### config.mk
export PLATFORM = sky130hd
export DESIGN_NAME = draw_rect
export DESIGN_NICKNAME = d
export VERILOG_FILES = /design/src/rtl/draw_pkg.sv /design/src/rtl/draw_rect_raster_scan.sv /design/src/rtl/draw_rect.sv
export SDC_FILE = /design/constraint.sdc
export NUM_CORES = 1
export LEC_CHECK = 0
export CAP_MARGIN = 20
export CORE_UTILIZATION = 25
export CTS_CLUSTER_DIAMETER = 80
export DETAILED_ROUTE_END_ITERATION = 10
export GPL_ROUTABILITY_DRIVEN = 0
export PLACE_DENSITY = 0.42
export REMOVE_ABC_BUFFERS = 1
export SETUP_SLACK_MARGIN = 0.3
export SKIP_LAST_GASP = 1
export SLEW_MARGIN = 20
export SYNTH_ARGS = -nofsm -noshare
export SYNTH_HDL_FRONTEND = slang
export SYNTH_SLANG_ARGS = --single-unit
### constraint.sdc
create_clock -name clk -period 4.4 [get_ports clk]
set_input_delay 1.32 -clock clk [delete_from_list [all_inputs] [get_ports clk]]
set_output_delay 1.32 -clock clk [all_outputs]
set_load 0.01 [all_outputs]
### src/rtl/draw_pkg.sv
// Shared encodings and default geometry for the rectangle rasteriser.
package draw_pkg;

  typedef enum logic [1:0] {
    IDLE   = 2'd0,
    DRAW   = 2'd1,
    FINISH = 2'd2
  } state_t;

  localparam logic MODE_FILL    = 1'b0;
  localparam logic MODE_OUTLINE = 1'b1;

  localparam int DEF_SCREEN_W = 160;
  localparam int DEF_SCREEN_H = 120;
  localparam int DEF_X_W      = 8;
  localparam int DEF_Y_W      = 7;
  localparam int DEF_COL_W    = 3;

endpackage

### src/rtl/draw_rect_raster_scan.sv
// Row-major cursor over a clipped rectangle; with load asserted the cursor is
// taken straight from the load bounds so the first pixel can go out immediately.
module raster_scan
  import draw_pkg::*;
#(
  parameter int X_W = DEF_X_W,
  parameter int Y_W = DEF_Y_W
) (
  input  logic           clk,
  input  logic           reset,
  input  logic           load,
  input  logic           advance,
  input  logic           outline,
  input  logic [X_W-1:0] ld_x0,
  input  logic [X_W-1:0] ld_xe,
  input  logic [Y_W-1:0] ld_y0,
  input  logic [Y_W-1:0] ld_ye,
  output logic [X_W-1:0] cur_x,
  output logic [Y_W-1:0] cur_y,
  output logic           last
);

  logic [X_W-1:0] x0_r, xe_r, x_r;
  logic [Y_W-1:0] y0_r, ye_r, y_r;
  logic           outline_r;

  logic [X_W-1:0] bx0_s, bxe_s, nx_s;
  logic [Y_W-1:0] by0_s, bye_s, ny_s;
  logic           bout_s;

  // Cursor/bounds view for this cycle and its successor pixel.
  always_comb begin
    bx0_s  = load ? ld_x0 : x0_r;
    bxe_s  = load ? ld_xe : xe_r;
    by0_s  = load ? ld_y0 : y0_r;
    bye_s  = load ? ld_ye : ye_r;
    bout_s = load ? outline : outline_r;
    cur_x  = load ? ld_x0 : x_r;
    cur_y  = load ? ld_y0 : y_r;
    last   = (cur_x == bxe_s) && (cur_y == bye_s);
    nx_s   = cur_x;
    ny_s   = cur_y;
    if (cur_x == bxe_s) begin
      nx_s = bx0_s;
      ny_s = cur_y + Y_W'(1);
    end else if (bout_s && (cur_y != by0_s) && (cur_y != bye_s) && (cur_x == bx0_s)) begin
      // interior outline rows only touch the two edge columns
      nx_s = bxe_s;
    end else begin
      nx_s = cur_x + X_W'(1);
    end
  end

  // Bounds capture and cursor stepping.
  always_ff @(posedge clk or posedge reset) begin
    if (reset) begin
      x0_r      <= '0;
      xe_r      <= '0;
      y0_r      <= '0;
      ye_r      <= '0;
      x_r       <= '0;
      y_r       <= '0;
      outline_r <= 1'b0;
    end else begin
      if (load) begin
        x0_r      <= ld_x0;
        xe_r      <= ld_xe;
        y0_r      <= ld_y0;
        ye_r      <= ld_ye;
        outline_r <= outline;
      end
      if (advance) begin
        x_r <= nx_s;
        y_r <= ny_s;
      end else if (load) begin
        x_r <= cur_x;
        y_r <= cur_y;
      end
    end
  end

endmodule

### src/rtl/draw_rect.sv
// Rectangle rasteriser: clips the request to the screen and streams one pixel
// per cycle (filled or outline) to the VGA pixel-write port.
module draw_rect
  import draw_pkg::*;
#(
  parameter int SCREEN_W = DEF_SCREEN_W,
  parameter int SCREEN_H = DEF_SCREEN_H,
  parameter int X_W      = DEF_X_W,
  parameter int Y_W      = DEF_Y_W,
  parameter int COL_W    = DEF_COL_W
) (
  input  logic             clk,
  input  logic             reset,
  input  logic             start,
  input  logic             mode,
  input  logic [X_W-1:0]   x0,
  input  logic [Y_W-1:0]   y0,
  input  logic [X_W-1:0]   w,
  input  logic [Y_W-1:0]   h,
  input  logic [COL_W-1:0] col_in,
  input  logic             stall,
  output logic             plot,
  output logic [X_W-1:0]   x_out,
  output logic [Y_W-1:0]   y_out,
  output logic [COL_W-1:0] col_out,
  output logic             busy,
  output logic             done
);

  localparam logic [X_W:0] SW_EXT = (X_W+1)'(SCREEN_W);
  localparam logic [Y_W:0] SH_EXT = (Y_W+1)'(SCREEN_H);

  state_t           state_r, state_s;
  logic             end_r, end_s;
  logic [COL_W-1:0] col_r;

  logic [X_W:0]     xsum_s, xlim_s, xm1_s;
  logic [Y_W:0]     ysum_s, ylim_s, ym1_s;
  logic [X_W-1:0]   xe_s;
  logic [Y_W-1:0]   ye_s;
  logic             degen_s;

  logic             load_s, advance_s, last_s;
  logic [X_W-1:0]   cur_x_s;
  logic [Y_W-1:0]   cur_y_s;

  logic             plot_s, busy_s, done_s;
  logic [X_W-1:0]   x_s;
  logic [Y_W-1:0]   y_s;
  logic [COL_W-1:0] col_s;

  // Clip the request; one extra bit on the sums keeps x0+w from wrapping.
  always_comb begin
    xsum_s = {1'b0, x0} + {1'b0, w};
    ysum_s = {1'b0, y0} + {1'b0, h};
    if (xsum_s > SW_EXT) xlim_s = SW_EXT;
    else                 xlim_s = xsum_s;
    if (ysum_s > SH_EXT) ylim_s = SH_EXT;
    else                 ylim_s = ysum_s;
    xm1_s   = xlim_s - (X_W+1)'(1);
    ym1_s   = ylim_s - (Y_W+1)'(1);
    xe_s    = xm1_s[X_W-1:0];
    ye_s    = ym1_s[Y_W-1:0];
    degen_s = (w == '0) || (h == '0) || ({1'b0, x0} >= SW_EXT) || ({1'b0, y0} >= SH_EXT);
  end

  raster_scan #(
    .X_W (X_W),
    .Y_W (Y_W)
  ) u_scan (
    .clk     (clk),
    .reset   (reset),
    .load    (load_s),
    .advance (advance_s),
    .outline (mode == MODE_OUTLINE),
    .ld_x0   (x0),
    .ld_xe   (xe_s),
    .ld_y0   (y0),
    .ld_ye   (ye_s),
    .cur_x   (cur_x_s),
    .cur_y   (cur_y_s),
    .last    (last_s)
  );

  // Next state and next output values.
  always_comb begin
    state_s   = state_r;
    end_s     = end_r;
    load_s    = 1'b0;
    advance_s = 1'b0;
    plot_s    = 1'b0;
    busy_s    = busy;
    done_s    = 1'b0;
    x_s       = x_out;
    y_s       = y_out;
    col_s     = col_out;
    case (state_r)
      IDLE: begin
        busy_s = 1'b0;
        end_s  = 1'b0;
        if (start) begin
          busy_s = 1'b1;
          if (degen_s) begin
            state_s = FINISH;
            done_s  = 1'b1;
          end else begin
            state_s = DRAW;
            load_s  = 1'b1;
            if (!stall) begin
              advance_s = 1'b1;
              plot_s    = 1'b1;
              x_s       = cur_x_s;
              y_s       = cur_y_s;
              col_s     = col_in;
              end_s     = last_s;
            end else begin
              plot_s = 1'b0;
            end
          end
        end else begin
          state_s = IDLE;
        end
      end
      DRAW: begin
        if (end_r) begin
          // the cycle after the final pixel carries the done pulse
          state_s = FINISH;
          done_s  = 1'b1;
          end_s   = 1'b0;
        end else if (!stall) begin
          advance_s = 1'b1;
          plot_s    = 1'b1;
          x_s       = cur_x_s;
          y_s       = cur_y_s;
          col_s     = col_r;
          end_s     = last_s;
        end else begin
          plot_s = 1'b0;
        end
      end
      FINISH: begin
        state_s = IDLE;
        busy_s  = 1'b0;
        end_s   = 1'b0;
      end
      default: begin
        state_s = IDLE;
        busy_s  = 1'b0;
        end_s   = 1'b0;
      end
    endcase
  end

  // State, request colour and output registers.
  always_ff @(posedge clk or posedge reset) begin
    if (reset) begin
      state_r <= IDLE;
      end_r   <= 1'b0;
      col_r   <= '0;
      plot    <= 1'b0;
      x_out   <= '0;
      y_out   <= '0;
      col_out <= '0;
      busy    <= 1'b0;
      done    <= 1'b0;
    end else begin
      state_r <= state_s;
      end_r   <= end_s;
      if (load_s) col_r <= col_in;
      plot    <= plot_s;
      x_out   <= x_s;
      y_out   <= y_s;
      col_out <= col_s;
      busy    <= busy_s;
      done    <= done_s;
    end
  end

endmodule

# Word-level counts from Yosys, hierarchy flattened
# Index checks and enable logic that the tools add are counted.
[classes] mul=0 n_div=0 add_sub_neg=6 n_bitwise=0 order_cmp=4 n_mux=55 shifts=0 n_eq_ne=12 reduce_logical=14
[ops] cell="$mux W8" count=12
[ops] cell="$mux W7" count=11
[ops] cell="$eq A8 B8 Y1" count=2
[ops] cell="$mux W1" count=16
[ops] cell="$pmux W8 S2" count=1
[ops] cell="$mux W3" count=5
[ops] cell="$ne A7 B7 Y1" count=2
[ops] cell="$pmux W7 S2" count=1
[ops] cell="$ne A2 B2 Y1 const B" count=6
[ops] cell="$add A8 B8 Y9" count=1
[ops] cell="$gt A9 B8 Y1 const B" count=1
[ops] cell="$add A7 B7 Y8" count=1
[ops] cell="$add A8 B1 Y8 const B" count=1
[ops] cell="$ge A8 B8 Y1 const B" count=1
[ops] cell="$gt A8 B7 Y1 const B" count=1
[ops] cell="$logic_not A8 Y1" count=1
[ops] cell="$pmux W1 S2" count=4
[ops] cell="$sub A8 B1 Y8 const B" count=1
[ops] cell="$add A7 B1 Y7 const B" count=1
[ops] cell="$eq A7 B7 Y1" count=1
[ops] cell="$ge A7 B7 Y1 const B" count=1
[ops] cell="$logic_not A7 Y1" count=1
[ops] cell="$sub A7 B1 Y7 const B" count=1
[ops] cell="$mux W2" count=3
[ops] cell="9 further kinds" count=15
[word_totals] mem_bits_ro=0 out_inout_bits=21 mem_count=0 latchBits=0 ram_bits=0 regBits=73

# Longest topological paths before layout
# Gate-level depths: netlist (run 1).
[logic_depth] word_depth=15 depth_mapped=20 ltp_nobuf=19

# By module
# A second synthesis (run 1) with hierarchy kept.
[hier_totals] cells_unflattened=546 hier_area_um2=5350.1
[modules_own_cells] module="raster_scan" area_per_inst_um2=3029.2 instances=1 cells_per_inst=299
[modules_own_cells] module="draw_rect" area_per_inst_um2=2321.0 instances=1 cells_per_inst=247

# Worst setup path after synthesis (run 1)
# Ideal clock, no wire load.
[synth_path] path_kind="input -> register" from="input port x0[0]" to="register u_scan.y_r[1]" required_time_ns=4.272 n_path_buf=0 path_stages=19 arrival_ns=5.284 setup_ns=0.128 path_slack_ns=-1.012 cell_sequence="ha_1 > inv_1 > fa_1 > nand2b_1 > a2111oi_1 > a211o_2 > nor2_1 > a21o_2 > and2_1 > inv_1 > ha_1 > o211ai_1 > nor3_1 > mux2_1 > a31o_1 > nor3_1 > o221ai_1 > nor3_2 > mux2_1"
[synth_between] elab_chain_len=10 elab_cells_between_ends=22 classes_between="add/sub: 3; order compare: 2; eq/ne: 1; mux: 13; reduce/logical: 3"
[synth_rtl] item="start, declared" line="draw_rect.sv:16" rtl="input logic [X_W-1:0] x0,"
[synth_rtl] item="branches (longest 10 deep; another with $add A8 B8 Y9)"
[synth_rtl] item="end signal, assigned" line="draw_rect_raster_scan.sv:74" rtl="y_r <= ny_s;"
[synth_rtl] item="end signal, assigned" line="draw_rect_raster_scan.sv:77" rtl="y_r <= cur_y;"
[synth_rtl] item="end, declared" line="draw_rect_raster_scan.sv:24" rtl="logic [Y_W-1:0] y0_r, ye_r, y_r;"
# Parallel ways; which one is timed is not known. The select of a mux whose other input is x is not followed.
# A chain may end at the register's enable or synchronous reset.

# Final worst setup path (run 1)
[layout_path] from="input port w[6]" to="register u_scan.y_r[1]"
[layout_between] elab_chain_len=11 elab_cells_between_ends=23 classes_between="add/sub: 3; order compare: 1; eq/ne: 1; mux: 13; reduce/logical: 5"
[layout_rtl] item="start, declared" line="draw_rect.sv:18" rtl="input logic [X_W-1:0] w,"
[layout_rtl] item="branches (longest 11 deep; another with $add A8 B8 Y9)"
# Parallel ways; which one is timed is not known. The select of a mux whose other input is x is not followed.

==> run metrics, run 1 <==
Final Setup Violations 16; failing checks setup timing; number of I/O pins 59; FF+latch count, synth 73; Global Route Usage Sum 17.5%; Gate Count Post-Synth 625; CTS HTree Levels 3; Clock Latency Late Sink 0.34 ns; drt via density 4.82; Critical path destination u_scan.y_r[1]$_DFFE_PP0P_; dominant register cell in the synthesized netlist dfrtp_1; Highest Clock Rate 209 MHz; library cells used by synthesis 79; Worst Setup Path Type in -> reg; Post-CTS Hold Buffers 0; Critical path origin w[6]; post-synthesis async set-or-reset flop share 100%; Tmin final 4.79 ns; first-pass GRT wire length 30200 um; die height 148 um; Slew @ Worst Pin 0.770 ns; CTS clock-pin slew for the worst setup and hold paths 0.06 ns; Switching Fraction 41.7%; share of power burned in registers 26.4%; Antenna Cells 0; Post-Syn Area per Cell 8.49 um2; DR iter-0 viols 214; Req. time, crit path 4.62 ns; Fin Setup TNS -5.43 ns; Final Cell Area 0.00854 mm2; final HPWL from detailed placement 13900 um; final worst setup slack -0.394 ns; leakage power total 3.79 nW; ratio of cells with drive above 1 in the final layout 36.7%; drt drc 0; nets 920; ANT nets after route 0; initial antenna violation count 0; Post-Syn Area 0.00531 mm2; Startpoint Class input pin; CTS tree done; Longest Clk Path Bufs 2; CTS Sinks 73; placed cell area 0.00732 mm2; first-pass iteration count of the detailed router 4; # rows 52; most frequent cells in the layout 182 x buf_4, 116 x nand2_1, 73 x dfrtp_1, 35 x nor2_1, 35 x o21ai_0; Core ar. 0.0205 mm2; HP Class reg -> reg; Area Overhead vs Synth 61.0%; synth warn 0; die area 0.0218 mm2; Die W 148 um; CP arrival 5.02 ns; Comb power frac 57.8%; Max FO, Critical Path 4; final wirelength 18500 um; most common cell after layout, fill and taps aside buf_4; drt wl/cell 16.3 um; Final Power 4.72 mW; sequential fraction of the synthesis area 34.4%; RR Startpoint state_r[0]$_DFFE_PP0P_; unrepaired setup endpoints after global routing true; RR Endpoint u_scan.x_r[6]$_DFFE_PP0P_; status complete, but fails checks; flop-to-flop setup slack 1.24 ns; clock share of power 15.8%; Max IR drop VDD 0.176 mV; Root Driver clkbuf_16; largest net degree at the start of global routing 29; global route overflow 0; relative slew slack 48.2%; pwr/cell area 553 mW/mm2; number of global-route vias before repair 5695; Hold Vio Cnt, Final 0; skew final 0.00703 ns; Initial Util 25.9%; I/O Buffers 58; number of synthesized flops with an enable pin 0; cell-internal power 2.75 mW; CP endpoint kind flop; Slew Limit Fails 0; fin util 41.7%; switching pwr 1.97 mW; worst reg-to-reg path cell count 15; total CTS buffers 9; Max Cap Viol 0; final worst-path cycle share 109%; Vias 5474
## stage by stage
| step | instances | setup WS, ns | hold slack [ns] |
|---|---|---|---|
| final | 1136 | -0.394 | 0.480 |
| after global routing | 1136 | -0.591 | 0.498 |
| after CTS | 1132 | -0.459 | 0.482 |
| after detailed placement | 1088 | -1.60 | 0.468 |
| after global placement | 1088 | -1.51 | 0.459 |
| after floorplan | 600 | -1.32 | 0.445 |
## routing by layer
| metal | vias up | global-route usage, % | wire (um) |
|---|---|---|---|
| met5 | - | 0 | 0 |
| met4 | 0 | 4.28 | 246 |
| met3 | 18 | 1.98 | 531 |
| met2 | 91 | 31.2 | 9290 |
| met1 | 2632 | 22.5 | 8470 |
| li1 | 2733 | - | - |
## repair_timing
item | CTS | global route
setup endpoints to repair | 22 | 19
pin swaps | 52 | 23
cloned | 2 | 0
gates resized for setup | 152 | 38
setup buffers | 26 | 4
## power by group through the flow
stage                     logic, mW  registers, mW  clock network (mW)
after global routing           2.98           1.29               0.793
after floorplan                1.26           1.21                   0
after global placement         2.30           1.25                   0
final                          2.73           1.25               0.744
after detailed placement       2.32           1.26                   0
after CTS                      2.61           1.25               0.762
## registers in the layout, summed over array words and instances, names as in the netlist
register / flops
y_out: 7
u_scan.outline_r: 1
plot: 1
state_r: 2
done: 1
busy: 1
u_scan.xe_r: 8
u_scan.x0_r: 8
col_out: 3
u_scan.y_r: 7
u_scan.x_r: 8
u_scan.y0_r: 7
end_r: 1
x_out: 8
col_r: 3
u_scan.ye_r: 7
## worst min path at each step
stage / from / to / slack, ns / depth (start not counted)
after floorplan: u_scan.outline_r$_DFF_PP0_ / u_scan.outline_r$_DFF_PP0_ / 0.45 / 2
after global placement: col_r[0]$_DFFE_PP0P_ / col_r[0]$_DFFE_PP0P_ / 0.46 / 2
after detailed placement: col_r[1]$_DFFE_PP0P_ / col_r[1]$_DFFE_PP0P_ / 0.47 / 2
after CTS: col_r[1]$_DFFE_PP0P_ / col_r[1]$_DFFE_PP0P_ / 0.48 / 2
after global routing: col_r[1]$_DFFE_PP0P_ / col_r[1]$_DFFE_PP0P_ / 0.50 / 2
final: col_r[0]$_DFFE_PP0P_ / col_r[0]$_DFFE_PP0P_ / 0.48 / 2
## logic make-up after synthesis
group,share of synthesized area (%)
compound gates,20.0
xor+xnor,9.98
fa+ha+maj,5.24
buf+inv,3.40
flops,34.4
mux,2.95
simple gates,24.0
## worst max-delay path, cell delays in order
cell and delay (ns):
dlygate4sd2_1 0.28, ha_4 0.30, buf_4 0.11, buf_4 0.14, nand2b_4 0.14, o311ai_4 0.08
a211o_2 0.36, nor2_4 0.13, a21o_4 0.14, and2_4 0.14, inv_2 0.04, ha_4 0.15
o211ai_1 0.12, nor3_2 0.08, mux2_4 0.31, a31o_1 0.20, nor3_4 0.26, o221ai_4 0.16
nor3_2 0.21, mux2_1 0.34
## area by class of cell
type | instances | area (um2)
fillers | 2087 | 12000
multi-input cells | 509 | 3980
repair buffers | 249 | 2030
flip-flops and latches | 73 | 1830
well taps | 270 | 338
clock buffers | 10 | 229
inverters | 19 | 71.3
clock inverters | 6 | 67.6
## cell usage after synthesis, drive strengths merged, types with 14 or more instances
| cell type | count | area share, % |
|---|---|---|
| nand2 | 118 | 8.3 |
| dfrtp | 73 | 34 |
| o21ai | 50 | 4.7 |
| nor2 | 38 | 2.7 |
| xnor2 | 31 | 5.3 |
| xor2 | 25 | 4.3 |
| nand3 | 22 | 2.2 |
| ha | 19 | 4.5 |
| inv | 18 | 1.3 |
| a21oi | 16 | 1.7 |
| nor3 | 16 | 1.8 |
| buf | 14 | 1.3 |
Note: power is estimated with default switching activity, not from simulation.
==> inputs of run 2 (changes only) <==
- CORE_UTILIZATION: 25 -> 30
- CTS_BUF_LIST: unset -> sky130_fd_sc_hd__clkbuf_8
- PLACE_DENSITY: 0.42 -> 0.48
==> run metrics, run 2 (same netlist as run 1, synthesis figures left out) <==
Max FO, Critical Path 7 (+3); Hold Vio Cnt, Final 0 (unchanged); Slew Limit Fails 0 (unchanged); Fin Setup TNS -4.28 ns (+1.15 ns); switching pwr 1.97 mW (about the same); first-pass iteration count of the detailed router 4 (unchanged); final worst-path cycle share 108% (-1.3 points); drt wl/cell 16.5 um (+1.2%); initial antenna violation count 0 (unchanged); share of power burned in registers 27.0% (+0.6 points); largest net degree at the start of global routing 41 (+41%); most frequent cells in the layout 174 x buf_4, 116 x nand2_1, 73 x dfrtp_1, 36 x nor2_1, 33 x o21ai_0; Register Area 0.00183 mm2 (unchanged); global route overflow 0 (unchanged); drt via density 5.06 (+5.0%); Max IR drop VDD 0.200 mV (+14%); non-filler cells, final 1092 (-3.9%); unrepaired setup endpoints after global routing true; final worst setup slack -0.337 ns (+0.0567 ns); Tmin final 4.74 ns (-0.0567 ns); cell-internal power 2.62 mW (-4.9%); DR iter-0 viols 402 (+88%); relative slew slack 45.9% (-2.3 points); clock share of power 12.1% (-3.7 points); pwr/cell area 543 mW/mm2 (-1.8%); number of I/O pins 59 (unchanged); Clock Latency Late Sink 0.38 ns (+0.04 ns); final wirelength 18000 um (-2.7%); Global Route Usage Sum 20.4% (+2.9 points); leakage power total 3.84 nW (+1.3%); first-pass GRT wire length 29100 um (-3.5%); Post-Place Cells 1038 (-4.6%); CTS tree done; slowest cell on the critical path mux2_2; Antenna Cells 0 (unchanged); CTS clock-pin slew for the worst setup and hold paths 0.07 ns (about the same); drt drc 0 (unchanged); Startpoint Class input pin; Root Driver clkbuf_8; most common cell after layout, fill and taps aside buf_4; HP Class reg -> reg; Core ar. 0.0173 mm2 (-16%); total CTS buffers 9 (unchanged); CP Buf/Inv Count 5 (+1); nets 922 (+0.22%); Die W 135 um (-8.6%); cell breakdown of the critical path clkdlybuf4s15_2, ha_4, buf_6, or3b_1, o311a_1, nand3_4, o21ai_2, a21o_2, and2_4, inv_2, ha_4, o211ai_1, nor3_1, mux2_2, buf_6, a21oi_4, nor3_4, buf_4, o221a_4, a221oi_2, o21ai_1; CTS Sinks 73 (unchanged); failing checks setup timing; number of global-route vias before repair 5689 (-0.11%); # rows 48 (-7.7%); Fillers 1655 (-21%); Area Overhead vs Synth 59.2%; cell family with most CP delay compound AO/OA/AOI/OAI gates; final HPWL from detailed placement 13200 um (-5.5%); area of the multi-input gates 0.00398 mm2 (about the same); skew final 0.0108 ns (+0.00376 ns); Worst path max stage delay 0.38 ns (+0.02 ns); die height 135 um (-8.6%); ratio of cells with drive above 1 in the final layout 36.9% (+0.19 points); I/O Buffers 58 (unchanged); Initial Util 30.7% (+4.8 points); CTS HTree Levels 3 (unchanged); Highest Clock Rate 211 MHz (+1.2%); Longest Clk Path Bufs 2 (unchanged); Slew @ Worst Pin 0.810 ns (+0.0398 ns); CP endpoint kind flop; Vias 5527 (+0.97%); Req. time, crit path 4.66 ns (+0.04 ns); Worst Setup Path Type in -> reg; CP arrival 4.99 ns (-0.03 ns); Final Setup Violations 16 (unchanged); ANT nets after route 0 (unchanged); Max Cap Viol 0 (unchanged); status complete, but fails checks; Switching Fraction 42.9% (+1.2 points); Comb power frac 60.9% (+3.1 points); die area 0.0182 mm2 (-16%)
run 2: cell types whose count changed in the layout (fill, tap and decap cells not counted), moves of 3 or more:
cell	delta
dlymetal6s2s_1	+4
o21ai_1	+4
buf_6	+8
clkbuf_2	+3
clkbuf_8	+11
buf_4	-8
dlygate4sd2_1	-7
nor3_4	+5
clkbuf_16	-9
nor3_2	-5
run 2: power groups by stage:
stage          sequential, mW  combinational, mW  clock [mW]
2_1_floorplan            1.21               1.26           0
3_3_place_gp             1.23               2.27           0
3_5_place_dp             1.25               2.30           0
4_1_cts                  1.24               2.57       0.568
5_1_grt                  1.28               3.04       0.590
6_report                 1.24               2.79       0.556
run 2: what timing repair did:
item	4_1_cts	5_1_grt
cloned	1	1
setup endpoints to repair	20	19
hold buffers	0	0
setup buffers	27	10
resized for setup	133	74
pin swaps	36	55
run 2: worst register-to-register path: cells and delay by family (launching register included):
family	cells	cell delay (ns)
AND/OR/NAND/NOR	4	0.55
flip-flops	1	0.43
buffers and inverters	5	0.98
AO/OA/AOI/OAI	4	1.01
run 2: area by class of cell:
type                       instances  area share [%]
tap                              225            3.33
clock inverter                     4           0.533
timing repair buffer             251            24.7
clock buffer                      11            1.79
multi-input combinational        509            47.1
inverter                          19           0.844
sequential                        73            21.6
run 2: worst paths after layout:
path | to | slack (ns) | from | cells after the start
min in group asynchronous | plot$_DFF_PP0_ | 1.42 | reset | 2
max in group asynchronous | u_scan.y0_r[4]$_DFF_PP0_ | 2.28 | reset | 3
min | x_out[3]$_DFFE_PP0P_ | 0.48 | x_out[3]$_DFFE_PP0P_ | 2
max reg2reg | u_scan.x_r[7]$_DFFE_PP0P_ | 1.32 | state_r[0]$_DFFE_PP0P_ | 13
min reg2reg | x_out[3]$_DFFE_PP0P_ | 0.48 | x_out[3]$_DFFE_PP0P_ | 2
max | u_scan.x_r[2]$_DFFE_PP0P_ | -0.34 | x0[5] | 21
run 2: metal layers:
| metal | global-route usage, % | share of wire (%) | wire length [um] | up-vias |
|---|---|---|---|---|
| li1 | - | - | - | 2731 |
| met1 | 27.7 | 47 | 8530 | 2681 |
| met2 | 33.7 | 48 | 8690 | 100 |
| met3 | 2.89 | 3.3 | 594 | 15 |
| met4 | 5.74 | 1.3 | 235 | 0 |
| met5 | 0 | 0 | 0 | - |
run 2: stage by stage:
step	setup WS [ns]	power [mW]	util (%)	hold WS [ns]	instance area (um2)
after floorplan	-1.32	2.48	-	0.445	5200
after global placement	-1.52	3.50	41.9	0.458	7240
after detailed placement	-1.65	3.55	41.9	0.465	7240
after CTS	-0.434	4.38	46.8	0.483	8100
after global routing	-0.468	4.91	48.8	0.519	8450
final	-0.337	4.59	48.8	0.477	8450
==> inputs of run 3 (changes only) <==
- SKIP_LAST_GASP: 1 -> unset
- clock period: 4.4 -> 6.1 ns (I/O delays scaled with it)
==> run metrics, run 3 (same netlist as run 1, synthesis figures left out) <==
CTS HTree Levels 3 (unchanged); pwr/cell area 400 mW/mm2 (-26%); relative slew slack 44.2% (-1.7 points); Global Route Usage Sum 18.6% (-1.9 points); Final Power 2.89 mW (-37%); Max IR drop VDD 0.164 mV (-18%); CTS Sinks 73 (unchanged); Post-CTS Hold Buffers 0 (unchanged); Antenna Cells 0 (unchanged); skew final 0.0116 ns (+0.000838 ns); Highest Clock Rate 178 MHz; Area Overhead vs Synth 36.0%; # rows 48 (unchanged); total CTS buffers 9 (unchanged); initial antenna violation count 0 (unchanged); Root Driver clkbuf_8; die height 135 um (unchanged); Hold Vio Cnt, Final 0 (unchanged); Final Setup Violations 0 (-16); ANT nets after route 0 (unchanged); Longest Clk Path Bufs 2 (unchanged); Critical path origin x0[5]; Worst Setup Path Type in -> reg; first-pass GRT wire length 26500 um (-9.0%); Slew @ Worst Pin 0.837 ns (+0.0272 ns); number of global-route vias before repair 5009 (-12%); CTS tree done; Slew Limit Fails 0 (unchanged); final HPWL from detailed placement 12400 um (-5.5%); most frequent cells in the layout 117 x nand2_1, 88 x buf_4, 73 x dfrtp_1, 54 x clkdlybuf4s50_1, 37 x nor2_1; RR Startpoint state_r[1]$_DFFE_PP0P_; unrepaired setup endpoints after global routing false; CP arrival 5.86 ns (+0.87 ns); drt drc 0 (unchanged); RR Endpoint u_scan.x_r[6]$_DFFE_PP0P_; Req. time, crit path 6.34 ns (+1.68 ns); die area 0.0182 mm2 (unchanged); hold path depth 2 (unchanged); Critical path destination u_scan.x_r[4]$_DFFE_PP0P_; worst reg-to-reg path cell count 14 (+1); Startpoint Class input pin; Core ar. 0.0173 mm2 (unchanged); most common cell after layout, fill and taps aside nand2_1; CTS clock-pin slew for the worst setup and hold paths 0.08 ns (about the same); drt wl/cell 16.4 um (-0.46%); flop-to-flop setup slack 2.88 ns (+1.56 ns); Clock Latency Late Sink 0.38 ns (about the same); Tmin final 5.62 ns; nets 820 (-11%); drt via density 5.12 (+1.2%); DR iter-0 viols 253 (-37%); HP Class reg -> reg; Vias 5065 (-8.4%); Final Cell Area 0.00722 mm2 (-15%); final worst-path cycle share 92.1%; global route overflow 0 (unchanged); ratio of cells with drive above 1 in the final layout 21.9% (-15 points); placed cell area 0.00674 mm2 (-6.9%); largest net degree at the start of global routing 47 (+15%); I/O Buffers 58 (unchanged); status finished, final reports clean; Max Cap Viol 0 (unchanged); Initial Util 30.7% (unchanged); leakage power total 3.14 nW (-18%); final wirelength 16300 um (-9.9%); first-pass iteration count of the detailed router 4 (unchanged); number of I/O pins 59 (unchanged); Die W 135 um (unchanged); CP endpoint kind flop; Max FO, Critical Path 7 (unchanged)
run 3: cell types whose count changed in the layout (fill, tap and decap cells not counted), sizes merged, moves of 3 or more:
cell,delta
dlygate4sd2,-6
clkdlybuf4s15,-3
buf,-109
dlymetal6s2s,-6
clkbuf,-5
clkinv,+4
clkdlybuf4s50,+26
run 3: critical path, stage by stage:
cell             delay [ns]
clkdlybuf4s50_1        0.54
ha_4                   0.25
or3b_2                 0.46
o311ai_1               0.12
a211o_2                0.18
nor2_1                 0.05
a21o_2                 0.23
and2_1                 0.17
inv_1                  0.06
ha_2                   0.16
o211ai_1               0.12
nor3_1                 0.17
mux2_2                 0.37
buf_4                  0.14
a21oi_2                0.17
nor3_4                 0.08
o221a_2                0.35
a221oi_2               0.28
o22ai_1                0.12
run 3: through the flow:
stage	util (%)	worst slack, ns	instances	hold WS, ns	TNS (ns)
detailed placement	38.9	-0.460	971	0.463	-6.03
CTS	40.5	0.311	986	0.482	0
global placement	38.9	-0.286	971	0.459	-3.78
finish	41.7	0.483	989	0.477	0
global route	41.7	0.289	989	0.517	0
floorplan	-	-0.133	600	0.445	-0.133
run 3: how the worst min path moves through the flow:
stage                                    start                         end
floorplan           u_scan.outline_r$_DFF_PP0_  u_scan.outline_r$_DFF_PP0_
global placement          x_out[6]$_DFFE_PP0P_        x_out[6]$_DFFE_PP0P_
detailed placement        x_out[5]$_DFFE_PP0P_        x_out[5]$_DFFE_PP0P_
CTS                       x_out[5]$_DFFE_PP0P_        x_out[5]$_DFFE_PP0P_
global route              x_out[0]$_DFFE_PP0P_        x_out[0]$_DFFE_PP0P_
finish                    x_out[6]$_DFFE_PP0P_        x_out[6]$_DFFE_PP0P_
run 3: power breakdown:
| part | leakage, nW | total [mW] | internal [mW] | switching (mW) |
|---|---|---|---|---|
| Sequential | 0.904 | 0.893 | 0.701 | 0.191 |
| Clock | 0.0892 | 0.341 | 0.152 | 0.189 |
| Combinational | 2.14 | 1.66 | 0.754 | 0.902 |
| Total | 3.14 | 2.89 | 1.61 | 1.28 |
run 3: cell type report:
type / instances / area, um2
clock inverter: 4 / 22.5
timing repair buffer: 149 / 1280
inverter: 19 / 72.6
fill: 1741 / 10100
sequential: 73 / 1830
tap: 225 / 282
multi-input combinational: 509 / 3590
clock buffer: 10 / 138
run 3: timing repair:
item                                    CTS  global route
pin swaps                                 7            16
resized for setup                        26            35
setup buffers                             1             2
endpoints found under the setup margin   16            16
cloned                                    0             1
run 3: per-layer routing:
| metal | vias to the layer above | GRT usage [%] | part of all wire, % |
|---|---|---|---|
| met1 | 2412 | 26.3 | 49 |
| met4 | 0 | 5.06 | 1.2 |
| met5 | - | 0 | 0 |
| li1 | 2514 | - | - |
| met3 | 18 | 3.04 | 4.1 |
| met2 | 121 | 29.0 | 45 |
